--- config.mk ---
export PLATFORM = sky130hd
export DESIGN_NAME = uart_frame_parser
export DESIGN_NICKNAME = d
export VERILOG_FILES = /design/src/rtl/uart_frame_parser.sv
export SDC_FILE = /design/constraint.sdc
export NUM_CORES = 1
export LEC_CHECK = 0
export ABC_AREA = 0
export BUFFER_PORTS_ARGS = -buffer_cell sky130_fd_sc_hd__buf_4
export CAP_MARGIN = 20
export CORE_ASPECT_RATIO = 1.1
export CORE_UTILIZATION = 25
export DETAILED_ROUTE_END_ITERATION = 10
export SLEW_MARGIN = 20
export SYNTH_ARGS = -nofsm -noshare
export SYNTH_HDL_FRONTEND = slang
export SYNTH_SLANG_ARGS = --single-unit
--- constraint.sdc ---
create_clock -name clk -period 2.9 [get_ports clk]
set_input_delay 0.435 -clock clk [delete_from_list [all_inputs] [get_ports clk]]
set_output_delay 0.435 -clock clk [all_outputs]
set_load 0.02 [all_outputs]
--- src/rtl/uart_frame_parser.sv ---
// uart_frame_parser: decodes 'P'/type/payload/CR/LF byte frames into measurement words and status flags
module uart_frame_parser #(
  parameter int TIMEOUT_CYCLES = 65535,
  parameter int TMR_W = 16
) (
  input  logic        clk,
  input  logic        rst,
  input  logic [7:0]  rx_data,
  input  logic        rx_valid,
  output logic        frame_valid,
  output logic        is_high,
  output logic        is_triple,
  output logic [31:0] data0,
  output logic [31:0] data1,
  output logic [31:0] data2,
  output logic        frame_err,
  output logic [1:0]  err_code,
  output logic [15:0] frame_cnt
);
  typedef enum logic [2:0] {IDLE, TYPE, DATA, CR, LF, DONE} state_t;
  state_t state, state_nx;
  logic [TMR_W-1:0] tmr;
  logic [95:0] sh;
  logic [3:0] idx;
  logic high_n, triple_n, timeout, in_frame;
  logic [1:0] err_nx;
  assign in_frame = state inside {TYPE, DATA, CR, LF};
  assign timeout = !rx_valid && in_frame && tmr == TMR_W'(TIMEOUT_CYCLES);
  always_comb begin
    state_nx = state == DONE ? IDLE : state;
    err_nx = 2'b00;
    if (timeout) begin
      state_nx = IDLE;
      err_nx = 2'b11;
    end else if (rx_valid) begin
      case (state)
        IDLE, DONE: state_nx = rx_data == 8'h50 ? TYPE : IDLE;
        TYPE: begin
          state_nx = rx_data inside {8'h31, 8'h32, 8'h33, 8'h34} ? DATA : rx_data == 8'h50 ? TYPE : IDLE;
          err_nx = state_nx == IDLE ? 2'b01 : 2'b00;
        end
        DATA: state_nx = idx == (triple_n ? 4'd11 : 4'd3) ? CR : DATA;
        CR: begin
          state_nx = rx_data == 8'h0D ? LF : IDLE;
          err_nx = state_nx == IDLE ? 2'b10 : 2'b00;
        end
        LF: begin
          state_nx = rx_data == 8'h0A ? DONE : IDLE;
          err_nx = state_nx == IDLE ? 2'b10 : 2'b00;
        end
        default: state_nx = IDLE;
      endcase
    end
  end
  always_ff @(posedge clk) begin
    if (rst) begin
      state <= IDLE;
      tmr <= '0;
      sh <= '0;
      idx <= '0;
      high_n <= 1'b0;
      triple_n <= 1'b0;
      frame_valid <= 1'b0;
      is_high <= 1'b0;
      is_triple <= 1'b0;
      data0 <= '0;
      data1 <= '0;
      data2 <= '0;
      frame_err <= 1'b0;
      err_code <= 2'b00;
      frame_cnt <= '0;
    end else begin
      state <= state_nx;
      tmr <= (rx_valid || !in_frame || timeout) ? '0 : tmr + 1'b1;
      frame_err <= |err_nx;
      if (|err_nx) err_code <= err_nx;
      frame_valid <= state == DONE;
      if (rx_valid && state == TYPE) begin
        high_n <= rx_data == 8'h31 || rx_data == 8'h33;
        triple_n <= rx_data == 8'h33 || rx_data == 8'h34;
        idx <= '0;
      end
      if (rx_valid && state == DATA) begin
        sh <= {sh[87:0], rx_data};
        idx <= idx + 1'b1;
      end
      if (state == DONE) begin
        data0 <= triple_n ? sh[95:64] : sh[31:0];
        data1 <= triple_n ? sh[63:32] : '0;
        data2 <= triple_n ? sh[31:0] : '0;
        is_high <= high_n;
        is_triple <= triple_n;
        frame_cnt <= frame_cnt + 1'b1;
      end
    end
  end
endmodule

Word-level counts from Yosys, hierarchy flattened. Index checks and enable logic that the tools add are counted.

Bits of input ports: 11. Output and inout bits: 118. Register bits after elaboration: 239. Word-level logic and storage cells: 74.

Eq/ne operators: 14. Reductions and logical operators: 22. Add/subtract/negate cells: 3. Muxes and demuxes: 20.

Operators with widths (number): two-way mux 32 bit (3); adder 16 x 1 -> 16 bit, second input constant (2); == test 8 x 6 -> 1 bit, second input constant (4); == test 16 bit, second input constant (1); == test 8 x 4 -> 1 bit, second input constant (2); case mux 3 bit (5 select lines) (1); logical NOT 3 bit (4); two-way mux 3 bit (4); two-way mux 4 bit (3); two-way mux 2 bit (5); == test 8 x 7 -> 1 bit, second input constant (1); nonzero test 4 bit (2); OR reduction 2 bit (4); == test 3 x 2 -> 1 bit, second input constant (2); == test 3 bit, second input constant (2); case mux 2 bit (3 select lines) (1); adder 4 x 1 -> 4 bit, second input constant (1); == test 4 bit (1); logical AND 1 bit (4); logical OR 1 bit (4); nonzero test 2 bit (2); == test 3 x 1 -> 1 bit, second input constant (1); two-way mux 1 bit (3); logical NOT 1 bit (2).

Longest topological paths before layout. Gate-level depths: netlist of the first run.

Depth after elaboration: 9. Depth in mapped cells: 8. Mapped depth without buffers: 6.

Least setup slack after synthesis of the first run. OpenSTA, ideal clock, no wires.

Kind: reg-to-reg. Start: register tmr[0]. End: register tmr[10]. Stages on the path, launching flop included: 9. Buffers on the path: 2. Data required time: 2.785 ns. Slack: 1.290 ns. Data arrival time: 1.495 ns. Period minus slack after synthesis: 1.610 ns. Library setup time: 0.115 ns. Cell sequence: dfxtp_1 > ha_1 > nand3_1 > nor3_2 > and3_1 > or2_1 > buf_2 > buf_6 > nor2_2.

Longest elaborated chain between the ends: 4.

Ends and longest elaborated chain: from (decl) (line 22) `logic [TMR_W-1:0] tmr;`; from (signal assigned) (line 74) `tmr <= (rx_valid || !in_frame || timeout) ? '0 : tmr + 1'b1;`; parallel branches: the longest is 4 deep, another holds adder 16 x 1 -> 16 bit.

Several ways; the timed one is not identified. A chain may end at the register's enable or synchronous reset.

Worst setup path in the final report of the first run.
Start: register state[2]. End: register sh[94].

Longest elaborated chain between the ends: 2.

Ends and longest elaborated chain: from (decl) (line 21) `state_t state, state_nx;`; from (signal assigned) (line 73) `state <= state_nx;`; == test 3 x 2 -> 1 bit (line 83) `if (rx_valid && state == DATA) begin`; logical AND 1 bit (line 83); to (signal assigned) (line 84) `sh <= {sh[87:0], rx_data};`; to (decl) (line 23) `logic [95:0] sh;`.

Every way passes these cells.

==> reports/qor.json, run 1 <==
{
  "synth-simple-area-share": {"value": 23.6, "unit": "%"},
  "cts_buffer_depth": {"value": 3},
  "first_pass_iters": {"value": 5},
  "ios": {"value": 129},
  "critical_path_class": {"value": "flip-flop to flip-flop"},
  "synth_area_in_compound_gates": {"value": 13.7, "unit": "%"},
  "tritoncts.num_buffers": {"value": 27},
  "wp_data_required": {"value": 3.34, "unit": "ns"},
  "detail_route.wl_per_cell": {"value": 14.8, "unit": "um"},
  "post-layout-total-power": {"value": 6920, "unit": "uW"},
  "path_cells": {"value": "nor2_1, and3_4, buf_4, nand2_1, a21oi_1"},
  "num-fill-cells": {"value": 3825},
  "synth_warnings": {"value": 0},
  "combinational_family_with_the_most_area_after_synthesis": {"value": "simple AND/OR/NAND/NOR gates"},
  "run_status": {"value": "finished, final reports clean"},
  "clockPowerShare": {"value": 51.3, "unit": "%"},
  "worst_setup_path_start_kind": {"value": "flip-flop"},
  "finalHoldViolCount": {"value": 0},
  "synthMuxAreaShare": {"value": 3.47, "unit": "%"},
  "seq_area": {"value": 0.00479, "unit": "mm2"},
  "drv_slew": {"value": 0},
  "highest_layer": {"value": "met4"},
  "hold_path.class": {"value": "primary input to flip-flop"},
  "ys_seq_area_share": {"value": 51.9, "unit": "%"},
  "maximum_number_of_pins_on_one_net_before_global_route_repair": {"value": 85},
  "vias": {"value": 7743},
  "die-height": {"value": 203, "unit": "um"},
  "finalHoldWorstSlack": {"value": 0.126, "unit": "ns"},
  "synthesis.instances": {"value": 1107},
  "cts_repair_resize_count": {"value": 0},
  "timing.clock.skew": {"value": 0.0250, "unit": "ns"},
  "final.min_clock_period": {"value": 2.03, "unit": "ns"},
  "synth-seq-cells": {"value": 239},
  "viasPerCell": {"value": 4.55},
  "finish.net_count": {"value": 1207},
  "placement_rows": {"value": 73},
  "postLayoutCoreUtil": {"value": 31.7, "unit": "%"},
  "start_util": {"value": 25.4, "unit": "%"},
  "netlist_area_before_placement": {"value": 0.00923, "unit": "mm2"},
  "number_of_antenna_violations_at_the_first_check_in_global_routing": {"value": 0},
  "clkSlewWorstSetupHoldPaths": {"value": 0.06, "unit": "ns"},
  "critical_path.max_stage_delay": {"value": 0.63, "unit": "ns"},
  "netlist-cell-type-count": {"value": 54},
  "drc": {"value": 0},
  "comb_power_share": {"value": 1.2, "unit": "%"},
  "fraction_of_final_layout_cells_with_drive_strength_greater_than_1": {"value": 17.0, "unit": "%"},
  "path_max_fanout": {"value": 51},
  "rrSetupSlack": {"value": 0.87, "unit": "ns"},
  "seqPwrFrac": {"value": 47.4, "unit": "%"},
  "route.final.wire_length": {"value": 25.2, "unit": "mm"},
  "final_common_cell": {"value": "sky130_fd_sc_hd__nand2_1"},
  "tns": {"value": 0, "unit": "ns"},
  "max_cap_violations": {"value": 0},
  "synthArstFlopShare": {"value": 0, "unit": "%"},
  "p_switching": {"value": 1420, "unit": "uW"},
  "irDropWorstVdd": {"value": 0.389, "unit": "mV"},
  "arrival": {"value": 2.47, "unit": "ns"},
  "normalized_max_slew_margin": {"value": 40.3, "unit": "%"},
  "antenna-diode-count": {"value": 0},
  "synthesis.area_per_instance": {"value": 8.34, "unit": "um2"},
  "ys.flop_type": {"value": "sky130_fd_sc_hd__dfxtp_1"},
  "route.layer.met1.wl": {"value": 11.1, "unit": "mm"},
  "holdBufCountCts": {"value": 0},
  "setup.worst_path.end_class": {"value": "flip-flop"},
  "cellLeakagePower": {"value": 0.00391, "unit": "uW"},
  "tritoncts": {"value": "yes"},
  "port_buffers": {"value": 128},
  "power_density": {"value": 601, "unit": "mW/mm2"},
  "globalRoute.totalOverflow": {"value": 0},
  "int_power": {"value": 5500, "unit": "uW"},
  "crit_buf_inv": {"value": 1},
  "synth_xor_area_share": {"value": 2.56, "unit": "%"},
  "max_slew.worst_pin.slew": {"value": 0.896, "unit": "ns"},
  "cts_setup_buffers": {"value": 0},
  "synth_edf_count": {"value": 0},
  "place.detailed.hpwl": {"value": 17.0, "unit": "mm"},
  "ctsHtreeMaxLevel": {"value": 1},
  "cts_sinks": {"value": 239},
  "finalWeightedCongestion": {"value": 0.780},
  "grt_use_total": {"value": 13.0, "unit": "%"},
  "multiInputGateArea": {"value": 0.00405, "unit": "mm2"},
  "critical-path-slowest-cell": {"value": "sky130_fd_sc_hd__and3_4"},
  "clk_latency": {"value": 0.54, "unit": "ns"},
  "grt_pass1_vias": {"value": 7123},
  "power_switching_share": {"value": 20.6, "unit": "%"},
  "post-route-period-util": {"value": 69.9, "unit": "%"},
  "drtIter0Drc": {"value": 482},
  "most-common-layout-cells": {"value": "sky130_fd_sc_hd__nand2_1, sky130_fd_sc_hd__dfxtp_1, sky130_fd_sc_hd__a21oi_1"},
  "worst_path_dominant_cell_family": {"value": "simple AND/OR/NAND/NOR gates"},
  "root_buffer": {"value": "sky130_fd_sc_hd__clkbuf_16"},
  "rsz0062_at_grt": {"value": "no"},
  "area.growth.synth_to_final": {"value": 24.7, "unit": "%"},
  "final_antenna_net_count": {"value": 0},
  "die_w": {"value": 185, "unit": "um"},
  "core_area": {"value": 0.0363, "unit": "mm2"},
  "report.final.setup_viol": {"value": 0},
  "route.met2.wl": {"value": 12.0, "unit": "mm"},
  "fmax": {"value": 494, "unit": "MHz"},
  "synth_fa_ha_area_share": {"value": 0.407, "unit": "%"},
  "met3WireLength": {"value": 1.68, "unit": "mm"},
  "synth_fp_nets": {"value": 1121},
  "die_outline_area": {"value": 0.0377, "unit": "mm2"},
  "first_pass_grt_wire_length": {"value": 39.6, "unit": "mm"}
}
layout make-up:
| class | count | share of cell area [%] |
|---|---|---|
| inverters | 5 | 0.163 |
| flip-flops and latches | 239 | 41.6 |
| multi-input cells | 778 | 35.2 |
| clock inverters | 6 | 1.01 |
| repair buffers | 142 | 9.62 |
| clock buffers | 44 | 7.12 |
| well taps | 487 | 5.29 |
metal layers:
layer | global-route usage, % | vias to the layer above
li1 | - | 3918
met1 | 16.6 | 3648
met2 | 21.6 | 142
met3 | 3.59 | 35
met4 | 3.36 | 0
met5 | 0 | -
cell families (layout without fill, tap and decap cells):
| kind of cell | Yosys count | in the layout |
|---|---|---|
| flops | 239 | 239 |
| simple gates | 491 | 491 |
| xor+xnor | 27 | 27 |
| fa+ha+maj | 3 | 3 |
| compound gates | 225 | 225 |
| mux | 32 | 32 |
| buf+inv | 90 | 197 |
power groups by stage:
| stage | registers [uW] | clock network [uW] | logic, uW |
|---|---|---|---|
| floorplan | 3360 | 0 | 54.0 |
| global placement | 3350 | 0 | 84.7 |
| detailed placement | 3350 | 0 | 85.6 |
| CTS | 3280 | 3640 | 85.8 |
| global route | 3280 | 3770 | 93.3 |
| finish | 3280 | 3550 | 85.1 |
path summary, 6_finish.rpt:
path | startpoint | end | cells past startpoint
setup / recovery | state[2] | sh[94] | 5
setup reg to reg | state[2] | sh[94] | 5
hold / removal | rst | err_code[1] | 2
hold reg to reg | data2[19] | data2[19] | 2
cell usage after synthesis (all sizes together) (5+ instances only):
library cell | count | area (um2)
nand2 | 283 | 1060
dfxtp | 239 | 4780
a21oi | 174 | 878
nor2 | 81 | 324
nand3 | 76 | 385
clkbuf | 44 | 165
buf | 41 | 224
a211oi | 37 | 288
mux2i | 32 | 320
xor2 | 18 | 158
xnor2 | 9 | 78.8
and3 | 6 | 37.5
nand4 | 6 | 43.8
nor3 | 6 | 45.0
inv | 5 | 18.8
o21ai | 5 | 25.0
sequential cells by signal (all words and copies together) (netlist names), 2 cells and up:
signal,count
data2,32
idx,4
err_code,2
data1,32
state,3
tmr,16
frame_cnt,16
data0,32
sh,96
metrics by stage:
step                      setup slack (ns)  area, um2  cells
after CTS                            0.856      11500   1701
after floorplan                       1.29       9230   1107
final                                0.874      11500   1701
after detailed placement             0.872      10600   1651
after global placement               0.968      10600   1651
after global routing                 0.685      11500   1701
Power figures use the tool's default switching activity.
==> run 2, diff against run 1 <==
==> constraint.sdc (replaced) <==
create_clock -name clk -period 2 [get_ports clk]
set_input_delay 0.3 -clock clk [delete_from_list [all_inputs] [get_ports clk]]
set_output_delay 0.3 -clock clk [all_outputs]
set_load 0.02 [all_outputs]
==> run 2 against run 1 <==
Against the previous run: combinational power is 54% higher; global-route usage is 0.43 points higher; largest power group is now sequential cells; clock-buffer cell count is 3 lower; clock skew is 0.010 ns lower; core utilization is 0.11 points higher; total power is 38% higher; register-to-register slack worse by 0.73 ns.
==> reports/qor.json, run 2 (synthesis gave the netlist of run 1 again) <==
{
  "run_status": {"value": "finished, final reports clean", "change": "unchanged"},
  "fraction_of_final_layout_cells_with_drive_strength_greater_than_1": {"value": 17.5, "unit": "%", "change": "was 17.0%"},
  "normalized_max_slew_margin": {"value": 59.1, "unit": "%", "change": "was 40.3%"},
  "cts_setup_buffers": {"value": 0, "change": "unchanged"},
  "route.final.wire_length": {"value": 25.7, "unit": "mm", "change": "was 25.2 mm"},
  "drtIter0Drc": {"value": 354, "change": "was 482"},
  "die_w": {"value": 185, "unit": "um", "change": "unchanged"},
  "drv_slew": {"value": 0, "change": "unchanged"},
  "rsz0062_at_grt": {"value": "no", "change": "unchanged"},
  "power_density": {"value": 828, "unit": "mW/mm2", "change": "was 601 mW/mm2"},
  "tns": {"value": 0, "unit": "ns", "change": "unchanged"},
  "clk_latency": {"value": 0.54, "unit": "ns", "change": "about the same"},
  "report.final.setup_viol": {"value": 0, "change": "unchanged"},
  "final.min_clock_period": {"value": 1.85, "unit": "ns", "change": "was 2.03 ns"},
  "grt_pass1_vias": {"value": 7346, "change": "was 7,123"},
  "port_buffers": {"value": 128, "change": "unchanged"},
  "largest_register_ffs": {"value": 96, "change": "unchanged"},
  "max_slew.worst_pin.slew": {"value": 0.613, "unit": "ns", "change": "was 0.896 ns"},
  "crit_buf_inv": {"value": 1, "change": "unchanged"},
  "critical-path-slowest-cell": {"value": "sky130_fd_sc_hd__dfxtp_1", "change": "was sky130_fd_sc_hd__and3_4"},
  "die_outline_area": {"value": 0.0377, "unit": "mm2", "change": "unchanged"},
  "most-common-layout-cells": {"value": "sky130_fd_sc_hd__nand2_1, sky130_fd_sc_hd__dfxtp_1, sky130_fd_sc_hd__a21oi_1", "change": "unchanged"},
  "path_max_fanout": {"value": 43, "change": "was 51"},
  "worstRegToRegCells": {"value": 4, "change": "was 5"},
  "arrival": {"value": 2.29, "unit": "ns", "change": "was 2.47 ns"},
  "maximum_number_of_pins_on_one_net_before_global_route_repair": {"value": 79, "change": "was 85"},
  "timing.clock.skew": {"value": 0.0145, "unit": "ns", "change": "was 0.0250 ns"},
  "setup.worst_path.end_class": {"value": "flip-flop", "change": "unchanged"},
  "clkSlewWorstSetupHoldPaths": {"value": 0.06, "unit": "ns", "change": "about the same"},
  "wp_data_required": {"value": 2.43, "unit": "ns", "change": "was 3.34 ns"},
  "cts_buffer_depth": {"value": 3, "change": "unchanged"},
  "first_pass_iters": {"value": 5, "change": "unchanged"},
  "pre_cts_slack": {"value": 0.239, "unit": "ns", "change": "was 0.872 ns"},
  "worst_path_dominant_cell_family": {"value": "flip-flops", "change": "was simple AND/OR/NAND/NOR gates"},
  "antenna-diode-count": {"value": 0, "change": "unchanged"},
  "fmax": {"value": 540, "unit": "MHz", "change": "was 494 MHz"},
  "max_cap_violations": {"value": 0, "change": "unchanged"},
  "tritoncts": {"value": "yes", "change": "unchanged"},
  "cts_sinks": {"value": 239, "change": "unchanged"},
  "placement_rows": {"value": 73, "change": "unchanged"},
  "cts_repair_resize_count": {"value": 0, "change": "unchanged"},
  "number_of_antenna_violations_at_the_first_check_in_global_routing": {"value": 1, "change": "was 0"},
  "root_buffer": {"value": "sky130_fd_sc_hd__clkbuf_16", "change": "unchanged"},
  "finalWeightedCongestion": {"value": 0.798, "change": "was 0.780"},
  "ctsHtreeMaxLevel": {"value": 1, "change": "unchanged"},
  "regMostFlops": {"value": "sh", "change": "unchanged"},
  "finalHoldViolCount": {"value": 0, "change": "unchanged"},
  "die-height": {"value": 203, "unit": "um", "change": "unchanged"},
  "irDropWorstVdd": {"value": 0.539, "unit": "mV", "change": "was 0.389 mV"},
  "layout_setup_ws": {"value": 0.147, "unit": "ns", "change": "was 0.874 ns"},
  "finish.net_count": {"value": 1216, "change": "was 1,207"},
  "timing.critical_path.depth": {"value": 4, "change": "was 5"},
  "viasPerCell": {"value": 4.54, "change": "was 4.55"},
  "grt_use_total": {"value": 13.5, "unit": "%", "change": "was 13.0%"},
  "holdBufCountCts": {"value": 0, "change": "unchanged"},
  "critical_path_class": {"value": "flip-flop to flip-flop", "change": "unchanged"},
  "detail_route.wl_per_cell": {"value": 15.0, "unit": "um", "change": "was 14.8 um"},
  "core_area": {"value": 0.0363, "unit": "mm2", "change": "unchanged"},
  "globalRoute.totalOverflow": {"value": 0, "change": "unchanged"},
  "final_common_cell": {"value": "sky130_fd_sc_hd__nand2_1", "change": "unchanged"},
  "cellLeakagePower": {"value": 0.00394, "unit": "uW", "change": "was 0.00391 uW"},
  "worst_setup_path_start_kind": {"value": "flip-flop", "change": "unchanged"},
  "place.detailed.hpwl": {"value": 17.6, "unit": "mm", "change": "was 17.0 mm"},
  "vias": {"value": 7746, "change": "was 7,743"},
  "tritoncts.num_buffers": {"value": 27, "change": "unchanged"},
  "first_pass_grt_wire_length": {"value": 40.4, "unit": "mm", "change": "was 39.6 mm"},
  "area.growth.synth_to_final": {"value": 25.2, "unit": "%", "change": "was 24.7%"},
  "drc": {"value": 0, "change": "unchanged"},
  "final_antenna_net_count": {"value": 0, "change": "unchanged"},
  "hold_path.class": {"value": "primary input to flip-flop", "change": "unchanged"},
  "min_delay_path_depth": {"value": 3, "change": "was 2"},
  "critical_path.max_stage_delay": {"value": 0.59, "unit": "ns", "change": "was 0.63 ns"},
  "start_util": {"value": 25.4, "unit": "%", "change": "unchanged"},
  "path_cells": {"value": "and3b_4, buf_4, nor2_1, a211oi_1", "change": "was nor2_1, and3_4, buf_4, nand2_1, a21oi_1"},
  "post-route-period-util": {"value": 92.7, "unit": "%", "change": "was 69.9%"},
  "ios": {"value": 129, "change": "unchanged"}
}
-- run 2: area by class of cell --
class                           count  area (um2)
Clock buffer                       41         788
Clock inverter                      7        43.8
Fill cell                        3803       24700
Inverter                            5        18.8
Multi-Input combinational cell    778        4050
Sequential cell                   239        4790
Tap cell                          487         609
Timing Repair Buffer              151        1250
-- run 2: routing by layer --
| metal | wire length [um] | global-route usage (%) | up-vias |
|---|---|---|---|
| li1 | - | - | 3925 |
| met1 | 11500 | 17.0 | 3623 |
| met2 | 11700 | 21.6 | 151 |
| met3 | 1670 | 3.77 | 45 |
| met4 | 787 | 5.22 | 2 |
| met5 | 13 | 0 | - |
-- run 2: power by group --
part / total (uW) / switching [uW] / leakage, uW / internal [uW]
Combinational: 131 / 97.0 / 0.00160 / 33.6
Sequential: 4760 / 0.128 / 0.00192 / 4760
Clock: 4670 / 1960 / 0.000406 / 2710
-- run 2: worst min-delay path, stage by stage --
cell and delay, ns:
sky130_fd_sc_hd__buf_4 0.13, sky130_fd_sc_hd__nand2_1 0.05, sky130_fd_sc_hd__a21oi_1 0.05
-- run 2: worst paths after layout --
kind | endpoint | slack, ns | startpoint
setup / recovery | data0[8] | 0.15 | state[2]
hold / removal | sh[5] | 0.04 | rx_data[5]
setup reg to reg | data0[8] | 0.15 | state[2]
hold reg to reg | data1[31] | 0.45 | data1[31]
-- run 2: stage by stage --
stage          total power [uW]  cells  hold WS [ns]  utilization, %  cell area [um2]
2_1_floorplan              4940   1107         0.426               -             9230
3_3_place_gp               5000   1660         0.441            29.6            10700
3_5_place_dp               5000   1660         0.447            29.6            10700
4_1_cts                    9690   1708        0.0200            31.9            11500
5_1_grt                    9900   1708        0.0243            31.9            11500
6_report                   9560   1708        0.0433            31.9            11500
==> run 3, diff against run 2 <==
--- a/config.mk
+++ b/config.mk
@@ -8,7 +8,6 @@
 export ABC_AREA = 0
 export BUFFER_PORTS_ARGS = -buffer_cell sky130_fd_sc_hd__buf_4
 export CAP_MARGIN = 20
-export CORE_ASPECT_RATIO = 1.1
 export CORE_UTILIZATION = 25
 export DETAILED_ROUTE_END_ITERATION = 10
 export SLEW_MARGIN = 20
==> run 3 against run 2 <==
Against the previous run: sequential cell count unchanged; critical path depth up 1; via count up 0.26%.
==> reports/qor.json, run 3 (synthesis gave the netlist of run 1 again) <==
{
  "run_status": {"value": "finished, final reports clean", "change": "unchanged"},
  "finish.net_count": {"value": 1214, "change": "was 1,216"},
  "clkSlewWorstSetupHoldPaths": {"value": 0.06, "unit": "ns", "change": "about the same"},
  "normalized_max_slew_margin": {"value": 62.9, "unit": "%", "change": "was 59.1%"},
  "cellLeakagePower": {"value": 0.00403, "unit": "uW", "change": "was 0.00394 uW"},
  "globalRoute.totalOverflow": {"value": 0, "change": "unchanged"},
  "grt_pass1_vias": {"value": 7421, "change": "was 7,346"},
  "placement_rows": {"value": 70, "change": "was 73"},
  "viasPerCell": {"value": 4.60, "change": "was 4.54"},
  "ios": {"value": 129, "change": "unchanged"},
  "p_switching": {"value": 2100, "unit": "uW", "change": "was 2060 uW"},
  "finalHoldViolCount": {"value": 0, "change": "unchanged"},
  "cts_buffer_depth": {"value": 3, "change": "unchanged"},
  "final.min_clock_period": {"value": 1.81, "unit": "ns", "change": "was 1.85 ns"},
  "fmax": {"value": 553, "unit": "MHz", "change": "was 540 MHz"},
  "tritoncts": {"value": "yes", "change": "unchanged"},
  "port_buffers": {"value": 128, "change": "unchanged"},
  "place.detailed.hpwl": {"value": 18.1, "unit": "mm", "change": "was 17.6 mm"},
  "power_switching_share": {"value": 20.2, "unit": "%", "change": "was 21.5%"},
  "rsz0062_at_grt": {"value": "no", "change": "unchanged"},
  "int_power": {"value": 8290, "unit": "uW", "change": "was 7500 uW"},
  "holdBufCountCts": {"value": 0, "change": "unchanged"},
  "tritoncts.num_buffers": {"value": 26, "change": "was 27"},
  "path_max_fanout": {"value": 32, "change": "was 43"},
  "drtIter0Drc": {"value": 536, "change": "was 354"},
  "fraction_of_final_layout_cells_with_drive_strength_greater_than_1": {"value": 18.0, "unit": "%", "change": "was 17.5%"},
  "critical_path_class": {"value": "flip-flop to flip-flop", "change": "unchanged"},
  "power_density": {"value": 886, "unit": "mW/mm2", "change": "was 828 mW/mm2"},
  "cts_setup_buffers": {"value": 0, "change": "unchanged"},
  "wp_data_required": {"value": 2.45, "unit": "ns", "change": "was 2.43 ns"},
  "die_w": {"value": 194, "unit": "um", "change": "was 185 um"},
  "max_cap_violations": {"value": 0, "change": "unchanged"},
  "comb_power_share": {"value": 1.3, "unit": "%", "change": "was 1.4%"},
  "route.final.wire_length": {"value": 26.3, "unit": "mm", "change": "was 25.7 mm"},
  "core_area": {"value": 0.0364, "unit": "mm2", "change": "was 0.0363 mm2"},
  "route.met2.wl": {"value": 12.1, "unit": "mm", "change": "was 11.7 mm"},
  "root_buffer": {"value": "sky130_fd_sc_hd__clkbuf_16", "change": "unchanged"},
  "die_outline_area": {"value": 0.0377, "unit": "mm2", "change": "about the same"},
  "tns": {"value": 0, "unit": "ns", "change": "unchanged"},
  "regMostFlops": {"value": "sh", "change": "unchanged"},
  "arrival": {"value": 2.26, "unit": "ns", "change": "was 2.29 ns"},
  "route.layer.met1.wl": {"value": 11.9, "unit": "mm", "change": "was 11.5 mm"},
  "largest_register_ffs": {"value": 96, "change": "unchanged"},
  "finalWeightedCongestion": {"value": 0.783, "change": "was 0.798"},
  "max_slew.worst_pin.slew": {"value": 0.556, "unit": "ns", "change": "was 0.613 ns"},
  "worst_setup_path_start_kind": {"value": "flip-flop", "change": "unchanged"},
  "ctsHtreeMaxLevel": {"value": 1, "change": "unchanged"},
  "clk_latency": {"value": 0.53, "unit": "ns", "change": "was 0.54 ns"},
  "clockPowerShare": {"value": 52.9, "unit": "%", "change": "was 48.8%"},
  "vias": {"value": 7766, "change": "was 7,746"},
  "highest_layer": {"value": "met4", "change": "was met5"},
  "met3WireLength": {"value": 1.89, "unit": "mm", "change": "was 1.67 mm"},
  "first_pass_grt_wire_length": {"value": 41.7, "unit": "mm", "change": "was 40.4 mm"},
  "hold_path.class": {"value": "primary input to flip-flop", "change": "unchanged"},
  "irDropWorstVdd": {"value": 0.447, "unit": "mV", "change": "was 0.539 mV"},
  "number_of_antenna_violations_at_the_first_check_in_global_routing": {"value": 0, "change": "was 1"},
  "drv_slew": {"value": 0, "change": "unchanged"},
  "report.final.setup_viol": {"value": 0, "change": "unchanged"},
  "final_common_cell": {"value": "sky130_fd_sc_hd__nand2_1", "change": "unchanged"},
  "area.growth.synth_to_final": {"value": 27.1, "unit": "%", "change": "was 25.2%"},
  "seqPwrFrac": {"value": 45.8, "unit": "%", "change": "was 49.8%"},
  "antenna-diode-count": {"value": 0, "change": "unchanged"},
  "cts_repair_resize_count": {"value": 0, "change": "unchanged"},
  "start_util": {"value": 25.3, "unit": "%", "change": "was 25.4%"},
  "drc": {"value": 0, "change": "unchanged"},
  "setup.worst_path.end_class": {"value": "flip-flop", "change": "unchanged"},
  "grt_use_total": {"value": 13.7, "unit": "%", "change": "was 13.5%"},
  "finalHoldWorstSlack": {"value": 0.0510, "unit": "ns", "change": "was 0.0433 ns"},
  "maximum_number_of_pins_on_one_net_before_global_route_repair": {"value": 124, "change": "was 79"},
  "post-route-period-util": {"value": 90.5, "unit": "%", "change": "was 92.7%"},
  "most-common-layout-cells": {"value": "sky130_fd_sc_hd__nand2_1, sky130_fd_sc_hd__dfxtp_1, sky130_fd_sc_hd__a21oi_1", "change": "unchanged"},
  "detail_route.wl_per_cell": {"value": 15.6, "unit": "um", "change": "was 15.0 um"},
  "timing.clock.skew": {"value": 0.0126, "unit": "ns", "change": "was 0.0145 ns"},
  "first_pass_iters": {"value": 5, "change": "unchanged"},
  "die-height": {"value": 194, "unit": "um", "change": "was 203 um"},
  "final_antenna_net_count": {"value": 0, "change": "unchanged"},
  "cts_sinks": {"value": 239, "change": "unchanged"}
}
[run 3: cell types whose count changed in the layout (fill, tap and decap cells not counted)]
cell	delta
sky130_fd_sc_hd__clkbuf_1	-7
sky130_fd_sc_hd__bufinv_16	+6
sky130_fd_sc_hd__buf_4	-4
sky130_fd_sc_hd__buf_12	+3
sky130_fd_sc_hd__clkbuf_8	+1
sky130_fd_sc_hd__clkinv_2	-1
sky130_fd_sc_hd__inv_6	+1
[run 3: layer usage]
layer	up-vias	track usage (%)
met3	31	4.23
met2	156	21.9
met5	-	0
li1	3921	-
met4	0	3.76
met1	3658	17.8
[run 3: area by class of cell]
| type | count | area (um2) |
|---|---|---|
| Fill cell | 3845 | 24700 |
| Sequential cell | 239 | 4790 |
| Multi-Input combinational cell | 778 | 4050 |
| Timing Repair Buffer | 150 | 1280 |
| Clock buffer | 35 | 776 |
| Tap cell | 468 | 586 |
| Clock inverter | 13 | 228 |
| Inverter | 5 | 18.8 |
[run 3: path summary, 6_finish.rpt]
| check | to | cells past startpoint | slack [ns] | startpoint |
|---|---|---|---|---|
| hold reg to reg | data2[11] | 2 | 0.45 | data2[11] |
| hold / removal | sh[5] | 3 | 0.05 | rx_data[5] |
| setup reg to reg | data1[6] | 5 | 0.19 | state[2] |
| setup / recovery | data1[6] | 5 | 0.19 | state[2] |
[run 3: power by group through the flow]
stage               registers [uW]  logic, uW  clock network, uW
floorplan                     4870       78.3                  0
global placement              4860        131                  0
detailed placement            4860        132                  0
CTS                           4760        132               5640
global route                  4750        142               5840
finish                        4760        131               5500
[run 3: worst max-delay path, stage by stage (launching register included)]
cell	delay (ns)
sky130_fd_sc_hd__dfxtp_1	0.59
sky130_fd_sc_hd__and3b_4	0.35
sky130_fd_sc_hd__buf_12	0.24
sky130_fd_sc_hd__buf_4	0.24
sky130_fd_sc_hd__nand3_1	0.13
sky130_fd_sc_hd__a21oi_1	0.16
[run 3: per-stage QoR]
| step | worst slack (ns) | area (um2) | utilization [%] | std cells | power (uW) |
|---|---|---|---|---|---|
| final | 0.191 | 11700 | 32.2 | 1688 | 10400 |
| after global routing | 0.0603 | 11700 | 32.2 | 1688 | 10700 |
| after CTS | 0.195 | 11700 | 32.2 | 1688 | 10500 |
| after detailed placement | 0.214 | 10700 | 29.4 | 1640 | 5000 |
| after global placement | 0.291 | 10700 | 29.4 | 1640 | 4990 |
| after floorplan | 0.390 | 9230 | - | 1107 | 4940 |
